===== config.mk =====
export PLATFORM = sky130hd
export DESIGN_NAME = sm_accumulator_flat
export DESIGN_NICKNAME = d
export VERILOG_FILES = /design/src/rtl/sm_accumulator_if.sv /design/src/rtl/sm_accumulator.sv /design/src/flat_wrapper.sv
export SDC_FILE = /design/constraint.sdc
export NUM_CORES = 1
export LEC_CHECK = 0
export ABC_CLOCK_PERIOD_IN_PS = 4850
export CORE_ASPECT_RATIO = 0.6
export CORE_MARGIN = 5
export CORE_UTILIZATION = 45
export DETAILED_ROUTE_END_ITERATION = 8
export PLACE_DENSITY = 0.67
export SETUP_SLACK_MARGIN = 0.15
export SKIP_CTS_REPAIR_TIMING = 1
export SYNTH_ARGS = -nofsm -noshare
export SYNTH_HDL_FRONTEND = slang
export SYNTH_SLANG_ARGS = --single-unit

===== constraint.sdc =====
create_clock -name clk -period 4.85 [get_ports clk]
set_input_delay 0.97 -clock clk [delete_from_list [all_inputs] [get_ports clk]]
set_output_delay 0.97 -clock clk [all_outputs]
set_load 0.1 [all_outputs]

===== src/rtl/sm_accumulator_if.sv =====
// Handshake bundle between the sign-magnitude adder and its accumulator.
// Input channel carries one sample; output channel carries a batch result.
interface sm_accumulator_if #(
    parameter int IN_W  = 5,
    parameter int ACC_W = 8
);
    logic             in_valid;
    logic             in_ready;
    logic [IN_W-1:0]  in_mag;
    logic             in_sign;
    logic             out_valid;
    logic             out_ready;
    logic [ACC_W-1:0] out_mag;
    logic             out_sign;
    logic             out_sat;

    modport master (
        output in_valid, in_mag, in_sign, out_ready,
        input  in_ready, out_valid, out_mag, out_sign, out_sat
    );

    modport slave (
        input  in_valid, in_mag, in_sign, out_ready,
        output in_ready, out_valid, out_mag, out_sign, out_sat
    );
endinterface


===== src/rtl/sm_accumulator.sv =====
// Saturating batch accumulator of sign-magnitude samples.
// Optional SM_ACC_AVG_EN: output the batch average instead of the raw sum.
module sm_accumulator #(
    parameter int IN_W        = 5,
    parameter int ACC_W       = 8,
    parameter int NUM_SAMPLES = 4
) (
    input  logic clk,
    input  logic rst_n,
    input  logic clr,
    sm_accumulator_if.slave bus
);
    localparam int CNT_W = (NUM_SAMPLES > 1) ? $clog2(NUM_SAMPLES) : 1;
`ifdef SM_ACC_AVG_EN
    localparam int SHIFT = $clog2(NUM_SAMPLES);
`else
    localparam int SHIFT = 0;
`endif
    localparam logic signed [ACC_W+1:0] MAXV =
        $signed({2'b00, {ACC_W{1'b1}}});
    localparam logic signed [ACC_W+1:0] MINV = -MAXV;

    generate
        if (NUM_SAMPLES < 1) begin : g_bad_num
            $error("sm_accumulator: NUM_SAMPLES must be >= 1");
        end
`ifdef SM_ACC_AVG_EN
        if ((NUM_SAMPLES & (NUM_SAMPLES - 1)) != 0) begin : g_bad_pow2
            $error("sm_accumulator: NUM_SAMPLES must be a power of 2");
        end
`endif
    endgenerate

    typedef enum logic {ACCUM, DONE} state_t;

    state_t r_state;
    state_t w_state_nxt;

    logic signed [ACC_W:0]   r_acc;
    logic [CNT_W-1:0]        r_cnt;
    logic                    r_sat;
    logic [ACC_W-1:0]        r_mag;
    logic                    r_sign;
    logic                    r_osat;

    logic                    w_in_ready;
    logic                    w_out_valid;
    logic                    w_hs;
    logic                    w_last;
    logic signed [IN_W:0]    w_samp;
    logic signed [ACC_W+1:0] w_samp_x;
    logic signed [ACC_W+1:0] w_acc_x;
    logic signed [ACC_W+1:0] w_sum;
    logic                    w_hi;
    logic                    w_lo;
    logic signed [ACC_W:0]   w_sat_val;
    logic                    w_neg;
    logic [ACC_W-1:0]        w_abs;
    logic [ACC_W-1:0]        w_mag;

    // Negative zero collapses to +0 before it reaches the adder.
    assign w_samp   = (bus.in_sign && (bus.in_mag != '0))
                    ? -$signed({1'b0, bus.in_mag})
                    :  $signed({1'b0, bus.in_mag});
    assign w_samp_x = {{(ACC_W+1-IN_W){w_samp[IN_W]}}, w_samp};
    assign w_acc_x  = {r_acc[ACC_W], r_acc};
    assign w_sum    = w_acc_x + w_samp_x;
    assign w_hi     = (w_sum > MAXV);
    assign w_lo     = (w_sum < MINV);
    assign w_sat_val = w_hi ? MAXV[ACC_W:0]
                     : w_lo ? MINV[ACC_W:0]
                     : w_sum[ACC_W:0];

    // Clamped range keeps |acc| within ACC_W bits.
    assign w_neg = w_sat_val[ACC_W];
    assign w_abs = w_neg ? (~w_sat_val[ACC_W-1:0] + ACC_W'(1))
                         : w_sat_val[ACC_W-1:0];
    assign w_mag = w_abs >> SHIFT;

    assign w_last = (r_cnt == CNT_W'(NUM_SAMPLES - 1));
    assign w_hs   = bus.in_valid & w_in_ready;

    always_ff @(posedge clk or negedge rst_n) begin
        if (!rst_n) begin
            r_state <= ACCUM;
        end else begin
            r_state <= w_state_nxt;
        end
    end

    always_comb begin
        w_state_nxt = r_state;
        w_in_ready  = 1'b0;
        w_out_valid = 1'b0;
        unique case (r_state)
            ACCUM: begin
                w_in_ready = 1'b1;
                if (bus.in_valid && w_last) begin
                    w_state_nxt = DONE;
                end
            end
            DONE: begin
                w_out_valid = 1'b1;
                if (bus.out_ready) begin
                    w_state_nxt = ACCUM;
                end
            end
            default: w_state_nxt = ACCUM;
        endcase
        if (clr) begin
            w_state_nxt = ACCUM;
        end
    end

    always_ff @(posedge clk or negedge rst_n) begin
        if (!rst_n) begin
            r_acc  <= '0;
            r_cnt  <= '0;
            r_sat  <= 1'b0;
            r_mag  <= '0;
            r_sign <= 1'b0;
            r_osat <= 1'b0;
        end else if (clr) begin
            r_acc <= '0;
            r_cnt <= '0;
            r_sat <= 1'b0;
        end else if (w_hs) begin
            r_acc <= w_sat_val;
            r_cnt <= r_cnt + CNT_W'(1);
            r_sat <= r_sat | w_hi | w_lo;
            if (w_last) begin
                r_mag  <= w_mag;
                r_sign <= w_neg && (w_mag != '0);
                r_osat <= r_sat | w_hi | w_lo;
            end
        end else if (w_out_valid && bus.out_ready) begin
            r_acc <= '0;
            r_cnt <= '0;
            r_sat <= 1'b0;
        end
    end

    assign bus.in_ready  = w_in_ready;
    assign bus.out_valid = w_out_valid;
    assign bus.out_mag   = r_mag;
    assign bus.out_sign  = r_sign;
    assign bus.out_sat   = r_osat;
endmodule


===== src/flat_wrapper.sv =====
// flat-port wrapper written by rule: the top's interface ports become plain ports
module sm_accumulator_flat 
#(
    parameter int IN_W        = 5,
    parameter int ACC_W       = 8,
    parameter int NUM_SAMPLES = 4
)
  (clk, rst_n, clr, bus_in_valid, bus_in_mag, bus_in_sign, bus_out_ready, bus_in_ready, bus_out_valid, bus_out_mag, bus_out_sign, bus_out_sat);
  sm_accumulator_if #(.IN_W(IN_W), .ACC_W(ACC_W)) bus_i ();
  input  logic clk;
  input  logic rst_n;
  input  logic clr;
  input wire logic [$bits(bus_i.in_valid)-1:0] bus_in_valid;
  input wire logic [$bits(bus_i.in_mag)-1:0] bus_in_mag;
  input wire logic [$bits(bus_i.in_sign)-1:0] bus_in_sign;
  input wire logic [$bits(bus_i.out_ready)-1:0] bus_out_ready;
  output wire logic [$bits(bus_i.in_ready)-1:0] bus_in_ready;
  output wire logic [$bits(bus_i.out_valid)-1:0] bus_out_valid;
  output wire logic [$bits(bus_i.out_mag)-1:0] bus_out_mag;
  output wire logic [$bits(bus_i.out_sign)-1:0] bus_out_sign;
  output wire logic [$bits(bus_i.out_sat)-1:0] bus_out_sat;
  assign bus_i.in_valid = bus_in_valid;
  assign bus_i.in_mag = bus_in_mag;
  assign bus_i.in_sign = bus_in_sign;
  assign bus_i.out_ready = bus_out_ready;
  assign bus_in_ready = bus_i.in_ready;
  assign bus_out_valid = bus_i.out_valid;
  assign bus_out_mag = bus_i.out_mag;
  assign bus_out_sign = bus_i.out_sign;
  assign bus_out_sat = bus_i.out_sat;
  sm_accumulator #(.IN_W(IN_W), .ACC_W(ACC_W), .NUM_SAMPLES(NUM_SAMPLES)) u_core (.clk(clk), .rst_n(rst_n), .clr(clr), .bus(bus_i));
endmodule

==> results by group <==
Route
  – First drt pass iteration count: 4
  – DRC viols: 0
  – Final Routed Wirelength: 6256 um
  – Remaining number of nets flagged by the antenna check after routing: 0
  – Detailed-route wire length per cell: 16.68 um
  – Drt via density: about 5.7
  – Overall via count from detail_route: between 2000 and 2500
  – Iteration-0 DRC Markers: 205

Worst setup path
  – Register-to-register setup slack: roughly 1100 ps
  – Crit path kind: input pin to flip-flop
  – CP max-delay cell: or4_1
  – Required @ worst endpoint: between 5000 and 6000 ps
  – Arrival time of the worst setup path: 5150 ps
  – Critical-path maximum fanout: 5
  – Reg2Reg Depth: 16
  – Critical path, cell by cell: buf_12 > inv_12 > ha_4 > nor3b_4 > ha_2 > nand2b_4 > mux2_4 > fa_2 > a211oi_4 > buf_4 > or3b_4 > nor2_2 > nor3_4 > nand2_1 > a21oi_2 > ha_4 > o211ai_1 > or4_1 > a21oi_2 > nor3_2 > o31ai_2
  – Sum of buffers and inverters on the critical path: 3
  – Type of element capturing the critical path: flip-flop
  – Largest stage delay on the critical path: ~530 ps
  – Startpoint type of the worst setup path: input pin
  – Family with the most delay on the worst path: simple AND/OR/NAND/NOR gates
  – Reg-to-Reg End: u_core.bus.out_mag[6]$_DFFE_PN0P_
  – Reg-to-reg critical path startpoint: u_core.r_acc[0]$_DFFE_PN0P_

Floorplan
  – Die footprint: 5730 um^2
  – Chip Width: 94.45 um
  – Y dimension of the die: 60.67 um
  – Num rows: 18
  – Top-level port count: 23
  – Placeable core area: 4121 um^2
  – Initial cell density of the core: 0.4672

STA
  – Final clock skew: around 3.7 ps
  – Final Slew Violations: 0
  – Setup repair after global routing missed its margin: true
  – Final setup viols: 3
  – Final period utilization: 1.024
  – Final min period: roughly 5000 ps
  – Fmax: 201.3 MHz
  – Transition time at the pin with the least slew margin: around 1000 ps
  – Hold Violations, Final: 0
  – Final WS setup: -118.6 ps
  – Slew HR: 0.3118

Pwr
  – Share of power burned in registers: 0.151
  – Switching power share of the total: 0.4986
  – Switching power: 0.9392 mW
  – Static leakage: about 1.3 nW
  – Internal power summed over all cells: 0.9446 mW
  – Worst vdd rail ir drop: 0.0002772 V
  – Power density cells: 624.0 nW/um^2
  – Combinational power share: 0.786
  – Clock group share of total power: 0.063

Clocking
  – Clock-pin slew of the registers on the worst-case setup and hold paths: 80 ps
  – CTS tree: done
  – Number of buffers on the longest clock path: 2
  – Worst-skew pair later-pin latency: 270 ps
  – # H-tree levels: 1
  – Number of buffers created by CTS: 3
  – Clock tree sinks: 23
  – Clk root buf: clkbuf_8

Finish
  – Share of final-layout standard cells stronger than drive strength 1: 0.4063
  – Fin util: 0.7325
  – Leading cell type in the layout, fill and taps excluded: buf_4
  – Count of filler cells inserted in the layout: roughly 330
  – Net count reported at finish: 341
  – Antenna Diode Count: 0
  – Layout overhead on the synthesized area: 56.79%
  – Most frequent cells in the layout: buf_4, dfrtp_1, o21ai_0, nand2_1, clkdlybuf4s50_1

Yosys
  – Post-synth cell types: 53
  – Count of yosys warnings during synthesis: 0
  – Share of the yosys chip area belonging to registers: 0.2989
  – Cell area after synthesis: 1926 um^2
  – Post-synth top area share: 0.2989
  – Top cells by area in the synthesized netlist: dfrtp_1, ha_1, o21ai_0
  – Mapped Nets: 248
  – EDFF count, synth: 0
  – Dominant cell type by area after synthesis: dfrtp_1
  – Mapped Cells: 223
  – Average size of a mapped cell: 8.635 um^2
  – Ys flop type: dfrtp_1
  – Fraction of registers with async set or reset after synthesis: 1.000
  – Synthesis-stage register bit count: 23

Global routing
  – Global routing usage summed across all routing layers: 0.2112
  – Antenna violations before repair: 0
  – Total grt overflow: 0
  – Maximum number of pins on one net before global-route repair: 24
  – Wire length of the first global-routing pass: 9384 um
  – Number of global-route vias before repair: 1954

Place
  – Half-perimeter wire length of the detailed placement result: 4657 um
  – Post-Place Worst Slack: -976.6 ps
  – Port bufs: 22
  – Routability Congestion: approximately 0.94

Min path
  – Terminating pin of the worst hold path: u_core.bus.out_sat$_DFFE_PN0P_
  – Hold crit path type: flip-flop to flip-flop
  – Min-Delay Startpoint: u_core.bus.out_sat$_DFFE_PN0P_
  – Worst Hold Path Cells: 2

Flow run
  – Count of max-cap constraint violations: 0

Outcome
  – Result of the run: finished with violations
  – Failing checks: setup timing
==> registers in the layout, summed over array words and instances, names as in the netlist <==
register	count
u_core.r_state	1
u_core.bus.out_sign	1
u_core.r_acc	9
u_core.bus.out_sat	1
u_core.r_cnt	2
u_core.r_sat	1
u_core.bus.out_mag	8
==> per-layer routing <==
metal	track usage	part of all wire	wire length [um]
met2	0.3065	0.41	2576
met1	0.3214	0.48	3018
met4	0.01643	0.012	76
met5	0	0	0
met3	0.06444	0.093	584
==> metrics by stage <==
step	hold WS (ps)	total power, mW	TNS, ps	std cells	cell area (um^2)
after floorplan	453.8	1.094	-32.88	223	2056
after global placement	462.2	1.581	-2840	363	2803
after detailed placement	469.1	1.591	-3408	363	2803
after global routing	505.7	1.992	-769.5	375	3019
final	480.4	1.884	-257.2	375	3019
after CTS	487.3	1.722	-1983	367	2848
==> synth_stat cells (2+ instances only) <==
library cell,n
a211o_1,2
a211oi_1,7
a21o_1,2
a21oi_1,13
a21oi_2,2
a221o_1,3
a22o_1,7
a31oi_1,2
and2_1,2
clkbuf_1,5
dfrtp_1,23
ha_1,13
inv_1,11
mux2_2,3
nand2_1,18
nand2b_1,2
nand3_1,7
nand4_1,5
nor2_1,17
nor2b_1,7
nor3_1,4
nor4_1,2
o211ai_1,6
o21ai_0,21
o22ai_1,2
or2_2,2
or3_1,2
xnor2_1,5
xor2_1,4
==> final cells by class <==
type | count | area [um^2] | share of cell area
multi-input cells | 182 | 1474 | 0.4882
repair buffers | 95 | 790.8 | 0.2619
flip-flops and latches | 23 | 575.6 | 0.1906
well taps | 60 | 75.07 | 0.02487
inverters | 11 | 58.81 | 0.01948
clock buffers | 4 | 45.04 | 0.01492
==> worst min-delay path: cells and delay by family, from the launching register on <==
family | cells | cell delay (ps)
flip-flops | 1 | 340
AND/OR/NAND/NOR | 1 | 40
AO/OA/AOI/OAI | 1 | 60
==> power by group through the flow <==
stage / combinational (mW) / clock (mW) / sequential, mW
2_1_floorplan: 0.609 / 0 / 0.485
3_3_place_gp: 1.30 / 0 / 0.286
3_5_place_dp: 1.30 / 0 / 0.287
4_1_cts: 1.32 / 0.122 / 0.283
5_1_grt: 1.57 / 0.131 / 0.291
6_report: 1.48 / 0.119 / 0.284
==> how the worst max path moves through the flow <==
stage | start | end | slack, ps | cells after the start
2_1_floorplan | bus_in_mag[0] | u_core.bus.out_mag[6]$_DFFE_PN0P_ | -30 | 22
3_3_place_gp | bus_in_mag[0] | u_core.bus.out_mag[6]$_DFFE_PN0P_ | -860 | 21
3_5_place_dp | bus_in_mag[0] | u_core.bus.out_mag[6]$_DFFE_PN0P_ | -980 | 21
4_1_cts | bus_in_mag[0] | u_core.bus.out_mag[6]$_DFFE_PN0P_ | -730 | 21
5_1_grt | bus_in_mag[0] | u_core.bus.out_mag[6]$_DFFE_PN0P_ | -330 | 21
6_report | bus_in_mag[0] | u_core.bus.out_mag[6]$_DFFE_PN0P_ | -120 | 21
==> cell families (layout without fill, tap and decap cells) <==
group	count (synthesis)	after routing	share of synthesized area
and+or+nand+nor	74	74	0.1936
buffers and inverters	18	110	0.03963
adders and majority gates	14	14	0.09487
DFF	23	23	0.2989
xor gates and xnor gates	9	9	0.04093
AOI/OAI and AO/OA	82	82	0.3145
muxes	3	3	0.01754
(Power assumes the default switching activity.)
